==> src/rtl/mult_pkg.sv <==
// Shared multiplier-datapath definitions: accumulator state encoding and derived widths.
package mult_pkg;

    typedef enum logic [1:0] {
        IDLE  = 2'd0,
        ACCUM = 2'd1,
        DONE  = 2'd2
    } state_t;

    function automatic int unsigned nd(input int unsigned op_w, input int unsigned digit_w);
        return op_w / digit_w;
    endfunction

    function automatic int unsigned maxpos(input int unsigned op_w, input int unsigned digit_w);
        return 2 * (nd(op_w, digit_w) - 1);
    endfunction

    // Kept at least one bit wide so a single-digit operand still has a pos port.
    function automatic int unsigned sh_w(input int unsigned op_w, input int unsigned digit_w);
        int unsigned w;
        w = $clog2(maxpos(op_w, digit_w) + 1);
        return (w == 0) ? 1 : w;
    endfunction

    function automatic int unsigned term_w(input int unsigned op_w, input int unsigned digit_w);
        return $clog2(nd(op_w, digit_w) * nd(op_w, digit_w) + 1);
    endfunction

    function automatic int unsigned out_w(input int unsigned op_w);
        return 2 * op_w;
    endfunction

endpackage

==> src/rtl/shift_accumulator_if.sv <==
// Term stream, control and result handshake between the digit-product generator and the accumulator.
interface shift_accumulator_if
    import mult_pkg::*;
#(
    parameter int unsigned OP_W    = 8,
    parameter int unsigned DIGIT_W = 4
);
    localparam int unsigned PP_W   = 2 * DIGIT_W;
    localparam int unsigned SH_W   = sh_w(OP_W, DIGIT_W);
    localparam int unsigned TERM_W = term_w(OP_W, DIGIT_W);
    localparam int unsigned OUT_W  = out_w(OP_W);

    logic              start;
    logic [TERM_W-1:0] num_terms;
    logic              in_valid;
    logic              in_ready;
    logic [PP_W-1:0]   pp;
    logic [SH_W-1:0]   pos;
    logic [OUT_W-1:0]  result;
    logic              result_valid;
    logic              result_ready;
    logic              busy;
    logic              err;

    modport master (
        output start, num_terms, in_valid, pp, pos, result_ready,
        input  in_ready, result, result_valid, busy, err
    );

    modport slave (
        input  start, num_terms, in_valid, pp, pos, result_ready,
        output in_ready, result, result_valid, busy, err
    );

endinterface

==> src/rtl/pp_shifter.sv <==
// Places one partial product at its digit position inside the full-width result.
module pp_shifter
    import mult_pkg::*;
#(
    parameter int unsigned OP_W    = 8,
    parameter int unsigned DIGIT_W = 4
) (
    input  logic [2*DIGIT_W-1:0]         pp,
    input  logic [sh_w(OP_W, DIGIT_W)-1:0] pos,
    output logic [out_w(OP_W)-1:0]       shifted,
    output logic                         out_of_range
);
    localparam int unsigned SH_W   = sh_w(OP_W, DIGIT_W);
    localparam int unsigned OUT_W  = out_w(OP_W);
    localparam int unsigned MAXPOS = maxpos(OP_W, DIGIT_W);

    always_comb begin
        shifted      = '0;
        out_of_range = 1'b0;
        if (pos > SH_W'(MAXPOS)) begin
            out_of_range = 1'b1;
        end else begin
            shifted = OUT_W'(pp) << (32'(pos) * DIGIT_W);
        end
    end

endmodule

==> src/rtl/shift_accumulator.sv <==
// Sequential partial-product accumulator: sums shifted digit products into a 2*OP_W result.
module shift_accumulator
    import mult_pkg::*;
#(
    parameter int unsigned OP_W    = 8,
    parameter int unsigned DIGIT_W = 4
) (
    input  logic              clk,
    input  logic              rst_n,
    shift_accumulator_if.slave bus
);
    localparam int unsigned TERM_W = term_w(OP_W, DIGIT_W);
    localparam int unsigned OUT_W  = out_w(OP_W);

    state_t            state;
    logic [TERM_W-1:0] n_terms;
    logic [TERM_W-1:0] cnt;
    logic [TERM_W-1:0] cnt_next_c;
    logic [OUT_W-1:0]  shifted;
    logic              pos_bad;

    pp_shifter #(
        .OP_W    (OP_W),
        .DIGIT_W (DIGIT_W)
    ) u_pp_shifter (
        .pp           (bus.pp),
        .pos          (bus.pos),
        .shifted      (shifted),
        .out_of_range (pos_bad)
    );

    assign cnt_next_c = cnt + TERM_W'(1);

    // result doubles as the accumulator; in_ready/busy track the state they decode.
    always_ff @(posedge clk or negedge rst_n) begin
        if (!rst_n) begin
            state            <= IDLE;
            n_terms          <= '0;
            cnt              <= '0;
            bus.result       <= '0;
            bus.result_valid <= 1'b0;
            bus.in_ready     <= 1'b0;
            bus.busy         <= 1'b0;
            bus.err          <= 1'b0;
        end else begin
            case (state)
                IDLE: begin
                    if (bus.start) begin
                        bus.result <= '0;
                        bus.err    <= 1'b0;
                        n_terms    <= bus.num_terms;
                        cnt        <= '0;
                        bus.busy   <= 1'b1;
                        if (bus.num_terms == '0) begin
                            state            <= DONE;
                            bus.result_valid <= 1'b1;
                        end else begin
                            state        <= ACCUM;
                            bus.in_ready <= 1'b1;
                        end
                    end
                end
                ACCUM: begin
                    if (bus.in_valid) begin
                        bus.result <= bus.result + shifted;
                        cnt        <= cnt_next_c;
                        if (pos_bad) bus.err <= 1'b1;
                        if (cnt_next_c == n_terms) begin
                            state            <= DONE;
                            bus.in_ready     <= 1'b0;
                            bus.result_valid <= 1'b1;
                        end
                    end
                end
                DONE: begin
                    if (bus.result_ready) begin
                        state            <= IDLE;
                        bus.result_valid <= 1'b0;
                        bus.busy         <= 1'b0;
                    end
                end
                default: begin
                    state            <= IDLE;
                    bus.result_valid <= 1'b0;
                    bus.in_ready     <= 1'b0;
                    bus.busy         <= 1'b0;
                end
            endcase
        end
    end

endmodule
==> src/flat_wrapper.sv <==
// flat-port wrapper written by rule: the top's interface ports become plain ports
module shift_accumulator_flat import mult_pkg::*;
#(
    parameter int unsigned OP_W    = 8,
    parameter int unsigned DIGIT_W = 4
)
  (clk, rst_n, bus_start, bus_num_terms, bus_in_valid, bus_pp, bus_pos, bus_result_ready, bus_in_ready, bus_result, bus_result_valid, bus_busy, bus_err);
  shift_accumulator_if #(.OP_W(OP_W), .DIGIT_W(DIGIT_W)) bus_i ();
  input  logic clk;
  input  logic rst_n;
  input wire logic [$bits(bus_i.start)-1:0] bus_start;
  input wire logic [$bits(bus_i.num_terms)-1:0] bus_num_terms;
  input wire logic [$bits(bus_i.in_valid)-1:0] bus_in_valid;
  input wire logic [$bits(bus_i.pp)-1:0] bus_pp;
  input wire logic [$bits(bus_i.pos)-1:0] bus_pos;
  input wire logic [$bits(bus_i.result_ready)-1:0] bus_result_ready;
  output wire logic [$bits(bus_i.in_ready)-1:0] bus_in_ready;
  output wire logic [$bits(bus_i.result)-1:0] bus_result;
  output wire logic [$bits(bus_i.result_valid)-1:0] bus_result_valid;
  output wire logic [$bits(bus_i.busy)-1:0] bus_busy;
  output wire logic [$bits(bus_i.err)-1:0] bus_err;
  assign bus_i.start = bus_start;
  assign bus_i.num_terms = bus_num_terms;
  assign bus_i.in_valid = bus_in_valid;
  assign bus_i.pp = bus_pp;
  assign bus_i.pos = bus_pos;
  assign bus_i.result_ready = bus_result_ready;
  assign bus_in_ready = bus_i.in_ready;
  assign bus_result = bus_i.result;
  assign bus_result_valid = bus_i.result_valid;
  assign bus_busy = bus_i.busy;
  assign bus_err = bus_i.err;
  shift_accumulator #(.OP_W(OP_W), .DIGIT_W(DIGIT_W)) u_core (.clk(clk), .rst_n(rst_n), .bus(bus_i));
endmodule
==> config.mk <==
export PLATFORM = sky130hd
export DESIGN_NAME = shift_accumulator_flat
export DESIGN_NICKNAME = d
export VERILOG_FILES = /design/src/rtl/mult_pkg.sv /design/src/rtl/shift_accumulator_if.sv /design/src/rtl/pp_shifter.sv /design/src/rtl/shift_accumulator.sv /design/src/flat_wrapper.sv
export SDC_FILE = /design/constraint.sdc
export NUM_CORES = 1
export LEC_CHECK = 0
export CAP_MARGIN = 20
export CORE_AREA = 4 4 61 63
export CTS_CLUSTER_SIZE = 16
export DETAILED_ROUTE_END_ITERATION = 12
export DIE_AREA = 0 0 65 67
export DONT_BUFFER_PORTS = 1
export GPL_ROUTABILITY_DRIVEN = 0
export GPL_TIMING_DRIVEN = 0
export PLACE_DENSITY = 0.87
export SETUP_SLACK_MARGIN = 0.5
export SLEW_MARGIN = 20
export SYNTH_ARGS = -nofsm -noshare
export SYNTH_HDL_FRONTEND = slang
export SYNTH_SLANG_ARGS = --single-unit
==> constraint.sdc <==
create_clock -name clk -period 4.5 [get_ports clk]
set_clock_uncertainty 0.15 [all_clocks]
set_input_delay 1.35 -clock clk [delete_from_list [all_inputs] [get_ports clk]]
set_output_delay 1.35 -clock clk [all_outputs]
set_load 0.03 [all_outputs]
After elaboration in Yosys (flattened, before gate mapping)
Index checks and enable logic that the tools add are counted.
{"block": "op_classes", "add_sub_neg": 2, "order_cmp": 1, "eq_ne": 10, "shift": 1, "muxes": 31, "bitwise_logic": 2, "reduce_logical": 10}
{"op": "16-bit 2-to-1 mux", "n": 3}
{"op": "16-bit case mux with 2 select lines", "n": 1}
{"op": "16-bit adder", "n": 1}
{"op": "8-bit by 4-bit left shift with 16-bit output", "n": 1}
{"op": "1-bit 2-to-1 mux", "n": 14}
{"op": "2-bit 2-to-1 mux", "n": 5}
{"op": "5-bit AND reduction", "n": 2}
{"op": "1-bit case mux with 3 select lines", "n": 3}
{"op": "2-bit != test, second input constant", "n": 4}
{"op": "4-bit AND reduction", "n": 2}
{"op": "3-bit 2-to-1 mux", "n": 2}
{"op": "2-bit by 1-bit != test with 1-bit output, second input constant", "n": 3}
{"op": "2-bit case mux with 3 select lines", "n": 1}
{"op": "3-bit case mux with 2 select lines", "n": 1}
{"op": "3-bit AND reduction", "n": 2}
{"op": "3-bit by 1-bit adder with 3-bit output, second input constant", "n": 1}
{"op": "3-bit == test", "n": 1}
{"op": "3-bit logical NOT", "n": 1}
{"op": "2-bit by 1-bit == test with 1-bit output, second input constant", "n": 1}
{"op": "2-bit == test, second input constant", "n": 1}
{"op": "2-bit greater-than comparator, second input constant", "n": 1}
{"op": "2-bit logical NOT", "n": 1}
{"op": "1-bit NOT", "n": 2}
{"op": "1-bit case mux with 2 select lines", "n": 1}
{"op": "2 further kinds", "n": 2}
{"block": "word_totals", "register_bits": 28, "elab_cells": 65}

Depth between registers and ports, before layout
Gate-level depths: netlist (run 1).
{"block": "logic_depth", "word_depth": 5, "depth_mapped": 12}

Hierarchy
Synthesis (run 1) repeated with hierarchy kept, for this count alone.
{"block": "hier_totals", "cells_unflattened": 234, "area_unflattened_um2": 2099.5}
{"module": "shift_accumulator", "instances": 1, "cells_per_inst": 208, "area_each_um2": 1890.6, "seq_area_each_um2": 700.7}
{"module": "pp_shifter", "instances": 1, "cells_per_inst": 26, "area_each_um2": 209.0, "seq_area_each_um2": 0.0}

Least setup slack after synthesis (run 1)
Ideal clock, no wire load.
{"block": "synth_timing", "path_type": "in2reg", "startpoint": "input bus_pos[0]", "endpoint": "register u_core.bus.result[13]", "setup_time_ps": 131, "t_arrival_ps": 3373, "required_time_ps": 4219, "path_slack_ps": 847, "path_stages": 11, "path_cell_list": "buf_2 > nor2b_1 > clkbuf_1 > a22o_1 > ha_1 > and2_4 > and4_1 > a41o_1 > a221oi_2 > xor2_1 > o21ai_1"}
{"block": "synth_between", "elab_chain_cells": 5, "word_cells_on_any_way": 6, "classes_between": "add/sub (1); order compare (1); shift (1); mux (3)"}
{"item": "start: declaration", "line_no": "flat_wrapper.sv:15", "rtl": "input wire logic [$bits(bus_i.pos)-1:0] bus_pos;"}
{"item": "8-bit by 4-bit left shift with 16-bit output / 2-bit greater-than comparator (equally long branches)", "line_no": "pp_shifter.sv:23, pp_shifter.sv:20"}
{"item": "16-bit 2-to-1 mux (*)", "line_no": "pp_shifter.sv:20", "rtl": "if (pos > SH_W'(MAXPOS)) begin"}
{"item": "16-bit adder (*)", "line_no": "shift_accumulator.sv:65", "rtl": "bus.result <= bus.result + shifted;"}
{"item": "16-bit 2-to-1 mux (*)", "line_no": "shift_accumulator.sv:64", "rtl": "if (bus.in_valid) begin"}
{"item": "16-bit case mux with 2 select lines (*)", "line_no": "shift_accumulator.sv:46", "rtl": "case (state)"}
{"item": "end signal: assignment", "line_no": "shift_accumulator.sv:65"}
{"item": "end: declaration", "line_no": "shift_accumulator_if.sv:32", "rtl": "output in_ready, result, result_valid, busy, err"}
Every way passes the cells marked *; elsewhere a longest branch is shown, timed or not. The select of a mux whose other input is x is not followed.
A chain may end at the register's enable or synchronous reset.

Final worst setup path (run 1)
Ends and elaborated chain as after synthesis.

==> implementation parameters, run 1 <==
Parameter                              Value

Clocking
  Number of buffers inserted by post-CTS setup repair ... 0
  Hold-fix buffer count after cts ... 0
  Clock-pin slew on the worst setup and hold paths ... roughly 160 ps
  Insertion delay of the later-clocked pin in the worst-skew pair ... around 340 ps
  Clock tree from TritonCTS ... done
  Inserted Clock Buffers ... 3
  Resized cells post-CTS ... 0
  Clock tree root buffer cell ... clkbuf_4
  CTS Buffer Depth ... 2
  Number of clock sinks ... 28
  Depth of the CTS H-tree ... 1

Drt
  Number of detailed-route iterations in the first pass ... 5
  Wire length reported by the detailed router ... 4.84 mm
  DRC marker count from the first detailed-route iteration ... 127
  Number of vias after detailed routing ... around 1.8k
  Vias per Instance ... 6.28
  Remaining number of nets flagged by the antenna check after routing ... 0
  Total DRC errors in the routed layout ... 0
  Routed len/inst ... about 17 µm

Yosys
  Synth Warn # ... 0
  Fraction of the mapped netlist area in compound gates ... 0.233
  Xor and xnor fraction of the mapped netlist area ... 0.0717
  Post-Synthesis Mean Instance Area ... 9.06 µm²
  Mapped cell area ... a little over 2000 µm²
  Number of distinct library cells after synthesis ... 48
  Main combinational cell family by area after synthesis ... compound AO/OA/AOI/OAI gates
  Synthesized netlist cell count ... roughly 230
  Largest cells by area after synthesis ... dfrtp_1, ha_1, nand2_1
  Synth cell count leaders ... dfrtp_1, nand2_1, ha_1, o21ai_0, a21oi_1
  Area fraction of the dominant cell type after synthesis ... 0.338
  Nets in the synthesized netlist ... 264
  Simple logic cell fraction of the synthesized area ... 0.181
  Cell accounting for the most synthesized area ... dfrtp_1
  Post-synthesis async set-or-reset flop share ... 1.00
  Number of flops mapped to enable cells by yosys ... 0
  Multiplexer area fraction after synthesis ... 0.0410
  Sequential cell area fraction in the yosys report ... 0.338
  Number of storage elements in the synthesis netlist ... 28
  Most used flip-flop cell after synthesis ... dfrtp_1
  Fraction of the mapped netlist area in adder cells ... 0.106

Global route
  Largest net degree at the start of global routing ... 29
  Remaining global-route overflow ... 0
  Global-route wire length before repair ... 7.72 mm
  Global-route usage over all layers ... 0.231
  Number of antenna violations at the first check in global routing ... 0
  Vias in the first global route ... 1,680

STA
  Tightest slew margin relative to the limit ... 0.546
  Number of max-slew violations in the final report ... 0
  Max frequency ... 0.279 GHz
  Final-report setup violation count ... 0
  Number of failing hold endpoints at the final stage ... 0
  Final total negative setup slack ... 0 ps
  Measured slew at the worst slew-check pin ... 678 ps
  Final period utilization ... 0.797
  Unrepaired setup endpoints after global routing ... no
  Min Tclk post-route ... between 3000 and 4000 ps

Worst setup path
  Setup CP Type ... in2reg
  Reg2reg path depth ... 8
  Data arrival time at the worst-slack endpoint ... 3670 ps
  Endpoint of the lowest-slack register-to-register path ... u_core.bus.result[10]$_DFFE_PN0P_
  Slowest cell on the critical path ... a221oi_1
  Startpoint of the worst register-to-register path ... u_core.bus.result[0]$_DFFE_PN0P_
  Max Fanout on Critical Path ... 8
  Required time of the worst setup path ... 4580 ps
  Startpoint types ... input pin
  Critical Path, Cell by Cell ... buf_2 > nor2b_1 > clkbuf_1 > a22o_1 > ha_1 > and2_4 > a221oi_1 > o21ai_1 > a221oi_2 > xor2_1 > o21ai_1
  Reg-to-reg slack, setup ... 1840 ps
  Capturing element type of the critical path ... flip-flop
  Most common cell type on the critical path ... o21ai_1
  Largest stage delay on the critical path ... 360 ps

Floorplan
  Height of the die ... between 60 and 70 µm
  Core area ... 3230 µm²
  Starting density of the core ... 0.642
  Cell row count ... 21
  Number of placed I/O pins ... 38
  X dimension of the die ... 65 µm
  Total die area ... 4360 µm²

Worst hold path
  Hold Crit Class ... reg2reg
  Worst hold start ... u_core.n_terms[1]$_DFFE_PN0P_
  Min-Delay Endpoint ... u_core.n_terms[1]$_DFFE_PN0P_
  Number of cells on the worst hold path ... 1

Cells and area
  Fraction of final layout cells sized beyond drive strength 1 ... 0.107
  Synth-to-layout area growth ... 5.30%
  Multi-input gate area in the final layout ... 1310 µm²
  Filler cell count in the final layout ... 256
  Number of antenna cells inserted ... 0
  Register area ... about 700 µm²
  Number of nets in the layout ... 269

Outcome
  Status ... finished clean

Placement
  DP Wirelength ... 3.69 mm
  Count of input and output buffers ... 0

Power and ir drop
  Power consumption ... 0.00136 W
  Static leakage ... about 1.0 nW
  Power Dens Cells ... 623 nW/µm²
  Max VDD drop ... 321 µV

Job
  Number of max-cap violations ... 0
-- state kept, by name, summed over array words and instances, names as in the netlist --
| register | flops |
|---|---|
| u_core.bus.result_valid | 1 |
| u_core.bus.err | 1 |
| u_core.cnt | 3 |
| u_core.n_terms | 3 |
| u_core.bus.in_ready | 1 |
| u_core.state | 2 |
| u_core.bus.result | 16 |
| u_core.bus.busy | 1 |
-- worst max-delay path, delay by kind of cell --
| kind | cells | cell delay, ps |
|---|---|---|
| AND/OR/NAND/NOR | 2 | 300 |
| AO/OA/AOI/OAI | 5 | 1070 |
| buffers and inverters | 2 | 440 |
| XOR/XNOR | 1 | 180 |
| adder cells (fa/ha/maj) | 1 | 310 |
-- layout make-up --
class | instances | share of cell area
tap | 46 | 0.0263
sequential | 28 | 0.321
multi-input combinational | 190 | 0.601
clock inverter | 1 | 0.0137
clock buffer | 3 | 0.0103
buffer | 9 | 0.0246
inverter | 2 | 0.00343
-- layout by cell type, fill, tap and decap left out, types with 3 or more instances in the layout --
cell	instances
nand2_1	28
dfrtp_1	28
o21ai_0	16
ha_1	16
a21oi_1	15
nor2_1	14
o21ai_1	10
and2_1	9
xnor2_1	9
a22o_1	8
xor2_1	8
a21o_1	5
buf_2	4
mux2i_1	4
nor3_1	4
mux2_2	4
nand3_1	3
nand4_1	3
o211ai_1	3
clkbuf_4	3
-- worst max path at each step --
stage | start | to | slack (ps) | depth (start not counted)
CTS | bus_pos[0] | u_core.bus.result[13]$_DFFE_PN0P_ | 940 | 11
floorplan | bus_pos[0] | u_core.bus.result[13]$_DFFE_PN0P_ | 850 | 11
finish | bus_pos[0] | u_core.bus.result[13]$_DFFE_PN0P_ | 910 | 11
global placement | bus_pos[0] | u_core.bus.result[13]$_DFFE_PN0P_ | 620 | 11
global route | bus_pos[0] | u_core.bus.result[13]$_DFFE_PN0P_ | 810 | 11
detailed placement | bus_pos[0] | u_core.bus.result[13]$_DFFE_PN0P_ | 580 | 11
-- cell families after synthesis --
family                   Yosys count
XOR/XNOR                          17
buffers and inverters             11
AND/OR/NAND/NOR                   75
adder cells (fa/ha/maj)           17
AO/OA/AOI/OAI                     73
flip-flops                        28
multiplexers                       8
-- metrics by stage --
step                instances   util  setup WS (ps)  hold WS [ps]  area (µm²)
floorplan                 229      -            847           320        2080
global placement          275  0.660            621           339        2130
detailed placement        275  0.660            585           354        2130
CTS                       279  0.676            940           380        2190
global route              279  0.676            815           390        2190
finish                    279  0.676            914           395        2190
-- where the power goes --
| group | switching, W | internal (W) |
|---|---|---|
| clock network | 0.0000824 | 0.0000901 |
| registers | 0.000231 | 0.000353 |
| logic | 0.000349 | 0.000258 |
-- routing by layer --
layer,vias to the layer above,routed length [µm],part of all wire,global-route usage
met5,-,0,0,0
met4,0,87,0.018,0.0765
met3,12,447,0.092,0.0641
met2,64,2280,0.47,0.388
met1,835,2030,0.42,0.283
li1,840,-,-,-
Power figures use the tool's default switching activity.
==> inputs of run 2 (changes only) <==
--- a/config.mk
+++ b/config.mk
@@ -6,14 +6,14 @@
 export NUM_CORES = 1
 export LEC_CHECK = 0
 export CAP_MARGIN = 20
-export CORE_AREA = 4 4 61 63
+export CORE_AREA = 4 4 63 65
 export CTS_CLUSTER_SIZE = 16
 export DETAILED_ROUTE_END_ITERATION = 12
-export DIE_AREA = 0 0 65 67
+export DIE_AREA = 0 0 67 69
 export DONT_BUFFER_PORTS = 1
 export GPL_ROUTABILITY_DRIVEN = 0
 export GPL_TIMING_DRIVEN = 0
-export PLACE_DENSITY = 0.87
+export PLACE_DENSITY = 0.82
 export SETUP_SLACK_MARGIN = 0.5
 export SLEW_MARGIN = 20
 export SYNTH_ARGS = -nofsm -noshare
==> constraint.sdc (replaced) <==
create_clock -name clk -period 3.4 [get_ports clk]
set_clock_uncertainty 0.15 [all_clocks]
set_input_delay 1.02 -clock clk [delete_from_list [all_inputs] [get_ports clk]]
set_output_delay 1.02 -clock clk [all_outputs]
set_load 0.03 [all_outputs]
==> implementation parameters, run 2 (synthesis results as in run 1) <==
Parameter                              Value

Cells and area
  Filler cell count in the final layout ... 261 (+2.0%)
  Flip-flop count of the largest register, all copies and words added ... 16 (unchanged)
  End-of-flow core utilization ... 0.704 (+0.0278)
  Number of nets in the layout ... 272 (+1.1%)
  Synth-to-layout area growth ... 13.2%
  Most used cells in the layout excluding fill and tap cells ... nand2_1, dfrtp_1, nor2_1
  Finished layout cell area ... 2350 µm² (+7.5%)
  Regs by FF count ... u_core.bus.result (16), u_core.cnt (3), u_core.n_terms (3)
  Most flop-heavy register ... u_core.bus.result
  Non-filler cells, final ... 282 (+1.1%)
  Number of antenna cells inserted ... 0 (unchanged)
  Fraction of final layout cells sized beyond drive strength 1 ... 0.220 (+0.113)

Worst setup path
  Capturing element type of the critical path ... flip-flop
  Count of buffer and inverter cells on the critical path ... 3 (+1)
  Slowest cell on the critical path ... a221oi_2
  Startpoint types ... input pin
  Largest stage delay on the critical path ... 310 ps (-50 ps)
  Max Fanout on Critical Path ... 8 (unchanged)
  CP delay by family, top ... compound AO/OA/AOI/OAI gates
  Critical Path, Cell by Cell ... buf_8 > nor2b_2 > buf_4 > a22o_1 > ha_1 > buf_6 > a21oi_4 > o21ai_2 > a221oi_2 > a21oi_2 > o211ai_1 > o211ai_2
  Data arrival time at the worst-slack endpoint ... 2930 ps (-740 ps)
  Required time of the worst setup path ... 3500 ps (-1080 ps)
  Setup CP Type ... in2reg

Drt
  Routed len/inst ... 17.4 µm (+0.37%)
  Vias per Instance ... 6.00 (-4.3%)
  Total DRC errors in the routed layout ... 0 (unchanged)
  Remaining number of nets flagged by the antenna check after routing ... 0 (unchanged)
  DRC marker count from the first detailed-route iteration ... 69 (-46%)
  Number of vias after detailed routing ... 1,693 (-3.3%)
  Wire length reported by the detailed router ... 4.91 mm (+1.4%)
  Number of detailed-route iterations in the first pass ... 4 (-1)

Floorplan
  Total die area ... 4620 µm² (+6.2%)
  X dimension of the die ... 67 µm (+3.1%)
  Cell row count ... 21 (unchanged)
  Height of the die ... 69 µm (+3.0%)
  Number of placed I/O pins ... 38 (unchanged)
  Starting density of the core ... 0.622 (-0.0202)
  Core area ... 3340 µm² (+3.3%)

Global route
  Global-route wire length before repair ... 7.89 mm (+2.1%)
  Global-route usage over all layers ... 0.218 (-0.0129)
  Number of antenna violations at the first check in global routing ... 0 (unchanged)
  Vias in the first global route ... 1,660 (-1.2%)
  Largest net degree at the start of global routing ... 29 (unchanged)
  Remaining global-route overflow ... 0 (unchanged)

Clocking
  Inserted Clock Buffers ... 3 (unchanged)
  Clock-pin slew on the worst setup and hold paths ... 170 ps (about the same)
  Clock tree from TritonCTS ... done
  Clock tree root buffer cell ... clkbuf_4
  Number of clock sinks ... 28 (unchanged)
  Insertion delay of the later-clocked pin in the worst-skew pair ... 350 ps (about the same)
  CTS Buffer Depth ... 2 (unchanged)
  Depth of the CTS H-tree ... 1 (unchanged)

Worst hold path
  Hold Crit Class ... in2async

STA
  Final-report setup violation count ... 0 (unchanged)
  Tightest slew margin relative to the limit ... 0.493 (-0.0531)
  Max frequency ... 0.353 GHz
  Number of failing hold endpoints at the final stage ... 0 (unchanged)
  Number of max-slew violations in the final report ... 0 (unchanged)
  Measured slew at the worst slew-check pin ... 757 ps (+79.4 ps)
  Final period utilization ... 0.832
  Min Tclk post-route ... 2830 ps
  Final total negative setup slack ... 0 ps (unchanged)
  Unrepaired setup endpoints after global routing ... yes

Placement
  Post-placement cell area ... 2230 µm² (+4.7%)
  Count of input and output buffers ... 0 (unchanged)
  DP Wirelength ... 3.73 mm (+0.87%)
  Placed instance count ... 275 (unchanged)

Power and ir drop
  Cell internal power dissipation ... 0.000975 W (+39%)
  Power Dens Cells ... 799 nW/µm² (+28%)
  Clk network pwr share ... 0.122 (-0.005)
  Max VDD drop ... 517 µV (+61%)
  Power consumption ... 0.00188 W (+38%)
  Net switching share of the total power ... 0.481 (-0.00488)
  Sequential fraction of design power ... 0.416 (-0.012)
  Combinational fraction of design power ... 0.462 (+0.017)
  Sw power ... 0.000902 W (+36%)
  Static leakage ... 1.03 nW (+2.7%)

Job
  Number of max-cap violations ... 0 (unchanged)

Outcome
  Status ... finished clean
run 2: cell count changes in the layout (fill, tap and decap cells not counted), moves of 3 or more:
cell	change
o21ai_0	-3
a21oi_2	+5
ha_4	+3
a21oi_1	-6
ha_1	-5
buf_4	+3
run 2: area by class of cell:
class,count,area [µm²],area share
Buffer,9,77.6,0.0330
Clock buffer,3,22.5,0.00958
Clock inverter,1,30.0,0.0128
Inverter,2,7.51,0.00319
Multi-Input combinational cell,190,1430,0.609
Sequential cell,28,701,0.298
Tap cell,46,57.6,0.0245
Timing Repair Buffer,3,22.5,0.00958
run 2: repair_timing:
item / 4_1_cts / 5_1_grt
pin swaps: 3 / 5
hold buffers: 0 / 0
buffers inserted: 0 / 3
endpoints found under the setup margin: 1 / 4
resized for setup: 2 / 11
run 2: path summary, 6_finish.rpt:
kind / cells past startpoint / end / start / slack [ps]
worst max-delay path: 12 / u_core.bus.result[15]$_DFFE_PN0P_ / bus_pos[0] / 570
worst min-delay path: 0 / u_core.bus.result[4]$_DFFE_PN0P_ / rst_n / 180
worst max register to register: 8 / u_core.bus.result[12]$_DFFE_PN0P_ / u_core.bus.result[0]$_DFFE_PN0P_ / 1030
worst min register to register: 1 / u_core.cnt[1]$_DFFE_PN0P_ / u_core.cnt[1]$_DFFE_PN0P_ / 390
max in group asynchronous: 0 / u_core.bus.result[13]$_DFFE_PN0P_ / rst_n / 2830
min in group clk: 1 / u_core.cnt[1]$_DFFE_PN0P_ / u_core.cnt[1]$_DFFE_PN0P_ / 390
run 2: per-layer routing:
metal,GRT usage,wire (µm)
met1,0.281,2140
met2,0.365,2520
met3,0.0357,168
met4,0.0676,84
met5,0,0
run 2: worst reg2reg max path: stages (launching register included):
cell      delay [ps]
dfrtp_1          540
ha_2             280
fa_2             390
a21oi_2          220
nor3_2            90
nor3_2           170
o21bai_1         130
xnor2_1          190
o21ai_1           80
run 2: power groups by stage:
stage	registers (W)	logic (W)	clock network, W
2_1_floorplan	0.000754	0.000695	0
3_3_place_gp	0.000786	0.000813	0
3_5_place_dp	0.000793	0.000836	0
4_1_cts	0.000784	0.000842	0.000228
5_1_grt	0.000799	0.000968	0.000243
6_report	0.000781	0.000866	0.000229
run 2: through the flow:
stage | hold WS [ps] | setup slack, ps
after floorplan | 320 | 351
after global placement | 340 | 162
after detailed placement | 343 | 151
after CTS | 187 | 503
after global routing | 161 | 480
final | 181 | 571
==> edit: new RTL, settings of run 2 <==
The 3 states of `state_t` get a one-hot encoding in 3 bits.
--- a/src/rtl/mult_pkg.sv
+++ b/src/rtl/mult_pkg.sv
@@ -1,10 +1,10 @@
 // Shared multiplier-datapath definitions: accumulator state encoding and derived widths.
 package mult_pkg;
 
-    typedef enum logic [1:0] {
-        IDLE  = 2'd0,
-        ACCUM = 2'd1,
-        DONE  = 2'd2
+    typedef enum logic [2:0] {
+        IDLE  = 3'b001,
+        ACCUM = 3'b010,
+        DONE  = 3'b100
     } state_t;
 
     function automatic int unsigned nd(input int unsigned op_w, input int unsigned digit_w);
Formal check against the unedited RTL: same outputs for any inputs over 10 cycles, from zero or initial values and one cycle with rst_n low; not proved beyond that.
==> edit against run 2 <==
  * Sequential cell count grew 1
  * Setup slack lost 0.17 ns
  * Power is essentially flat
  * Area after synthesis grew 6.1%
  * Global-route usage grew 2.5 points
  * Non-clock buffer count grew 2
  * Wire length grew 13%
  * Combinational power shrank 8.8%
  * Cell area grew 7.6%
  * Critical endpoint unchanged
==> edit: results (changes against run 2) <==
Parameter                              Value

Min path
  Min-Delay Path Class    in2async (unchanged)

Global routing
  Maximum number of pins on one net before global-route repair    30 (was 29)
  Via count of the first global-routing pass    1808 (was 1660)
  Global-route wire length before repair    8780 um (was 7890 um)
  Aggregate global-route resource usage    24.3% (was 21.8%)

Synthesis
  Fraction of the mapped netlist area in adder cells    10.0% (was 10.6%)
  Share of synthesized area spent on multiplexers    3.81% (was 4.10%)
  Seq/Total Area, Yosys    33.0% (was 33.8%)
  Mapped Nets    287 (was 264)
  Post-Syn Instances    252 (was 229)
  Distinct cell type count after synthesis    44 (was 48)
  Post-synthesis xor/xnor area fraction    5.85% (was 7.17%)
  Top post-synthesis cells by count    nand2_1 (30), dfrtp_1 (28), nor2_1 (24), o21ai_0 (20), a21oi_1 (17) (was dfrtp_1 (28), nand2_1 (28), ha_1 (16), o21ai_0 (16), a21oi_1 (15))
  Synth Area in Compound Gates    24.5% (was 23.3%)
  Ranking of synthesized cells by area    dfrtp_1 (32%), ha_1 (9.1%), nand2_1 (5.1%) (was dfrtp_1 (34%), ha_1 (9.6%), nand2_1 (5.1%))
  Count of yosys warnings during synthesis    0 (unchanged)

Clock tree
  Reg clk slew, reported paths    0.11 ns (was 0.17 ns)
  CTS H-Tree Depth    2 (was 1)
  Clock buffers created by TritonCTS    5 (was 3)
  Clock latency on the worst-skew pair    0.34 ns

Route
  Routed vias    1949 (was 1693)
  Initial drt markers    176 (was 69)
  Average wire per standard cell    17.8 um (was 17.4 um)

Critical path
  Critical register-to-register path endpoint    u_core.bus.result[15] (was u_core.bus.result[12])
  Critical Path Start    bus_pos[0] (unchanged)
  Launching point of the worst reg2reg path    u_core.bus.result[1] (was u_core.bus.result[0])
  Type of the setup path with the least slack    in2reg (unchanged)
  R2R setup slack    0.78 ns (was 1.03 ns)
  Arrival time reported for the critical path endpoint    3.07 ns (was 2.93 ns)
  Crit path max fanout    8 (unchanged)
  Number of cells traversed by the worst register-to-register path    7 (was 8)

Placement
  Number of instances in the placed design    298 (was 275)
  HPWL after detailed placement    4010 um (was 3730 um)

Pwr
  P_leak    1.10 nW (was 1.03 nW)
  Maximum VDD drop    0.488 mV (was 0.517 mV)
  Internal Power    990 uW (was 975 uW)

STA
  Slew margin rel.    59.3% (was 49.3%)
  Worst slack on hold paths    0.208 ns (was 0.181 ns)

Final layout
  Max FFs per register    16 (unchanged)
  Fraction of final layout cells with drive strength greater than 1    17.4% (was 22.0%)
  Count of placed standard cells in the final layout, fillers left out    311 (was 282)
  Largest reg by FF count    u_core.bus.result (unchanged)

Outcome
  Result of the run    completed (unchanged)
## edit: changes by cell type in the layout (fill, tap and decap cells not counted), moves of 4 or more
cell,delta
nor2_1,+9
o21ai_1,-9
o21ai_0,+5
a21oi_1,+4
clkbuf_1,+4
nand2b_1,+4
## edit: logic make-up (layout without fill, tap and decap cells)
kind of cell / count (synthesis) / after routing
adder cells (fa/ha/maj): 17 / 17
XOR/XNOR: 13 / 13
AND/OR/NAND/NOR: 94 / 94
buffers and inverters: 14 / 27
flip-flops: 29 / 29
multiplexers: 8 / 8
AO/OA/AOI/OAI: 77 / 77
## edit: how the worst min path moves through the flow
stage | to | cells after the start
2_1_floorplan | u_core.cnt[2] | 1
3_3_place_gp | u_core.cnt[2] | 1
3_5_place_dp | u_core.cnt[2] | 1
4_1_cts | u_core.bus.result[2] | 0
5_1_grt | u_core.bus.result[1] | 0
6_report | u_core.bus.result[1] | 0
## edit: power by group through the flow
stage	combinational, mW	clock [mW]	sequential, mW
CTS	0.758	0.308	0.779
finish	0.790	0.311	0.777
global route	0.872	0.326	0.799
detailed placement	0.749	0	0.786
global placement	0.728	0	0.781
floorplan	0.618	0	0.749
## edit: per-stage QoR
step           total power [mW]  area [um2]  worst slack, ns  util, %
2_1_floorplan              1.37        2310            0.235        -
3_3_place_gp               1.51        2370           0.0724     71.0
3_5_place_dp               1.53        2370           0.0196     71.0
4_1_cts                    1.84        2460            0.413     73.8
5_1_grt                    2.00        2530            0.223     75.7
6_report                   1.88        2530            0.402     75.7
## edit: what timing repair did
action | in CTS | in global routing
pin swaps | 2 | 11
setup endpoints to repair | 3 | 4
gates resized for setup | 3 | 8
cloned | 0 | 0
setup buffers | 0 | 5
## edit: cell type report
class                   instances  area (um2)
clock inverters                 1        30.0
repair buffers                  5        37.5
inverters                       5        18.8
clock buffers                   7        55.1
fillers                       265         810
multi-input cells             209        1530
flip-flops and latches         29         727
well taps                      46        57.6
plain buffers                   9        68.8
## edit: metal layers
metal  up-vias  part of all wire [%]  global-route usage, %
met4         0                   2.1                   6.98
met3        12                   7.6                   7.31
met1       929                    45                   35.2
li1        939                     -                      -
met5         -                     0                      0
met2        69                    45                   34.6
## edit: worst max-delay path, stage by stage
cell and delay (ns):
clkbuf_16 0.14, nor2_4 0.10, and2_4 0.18, ha_4 0.19
a21oi_2 0.17, o22ai_2 0.14, o41a_4 0.40, a2111oi_4 0.38
mux2i_1 0.24, o211ai_1 0.10
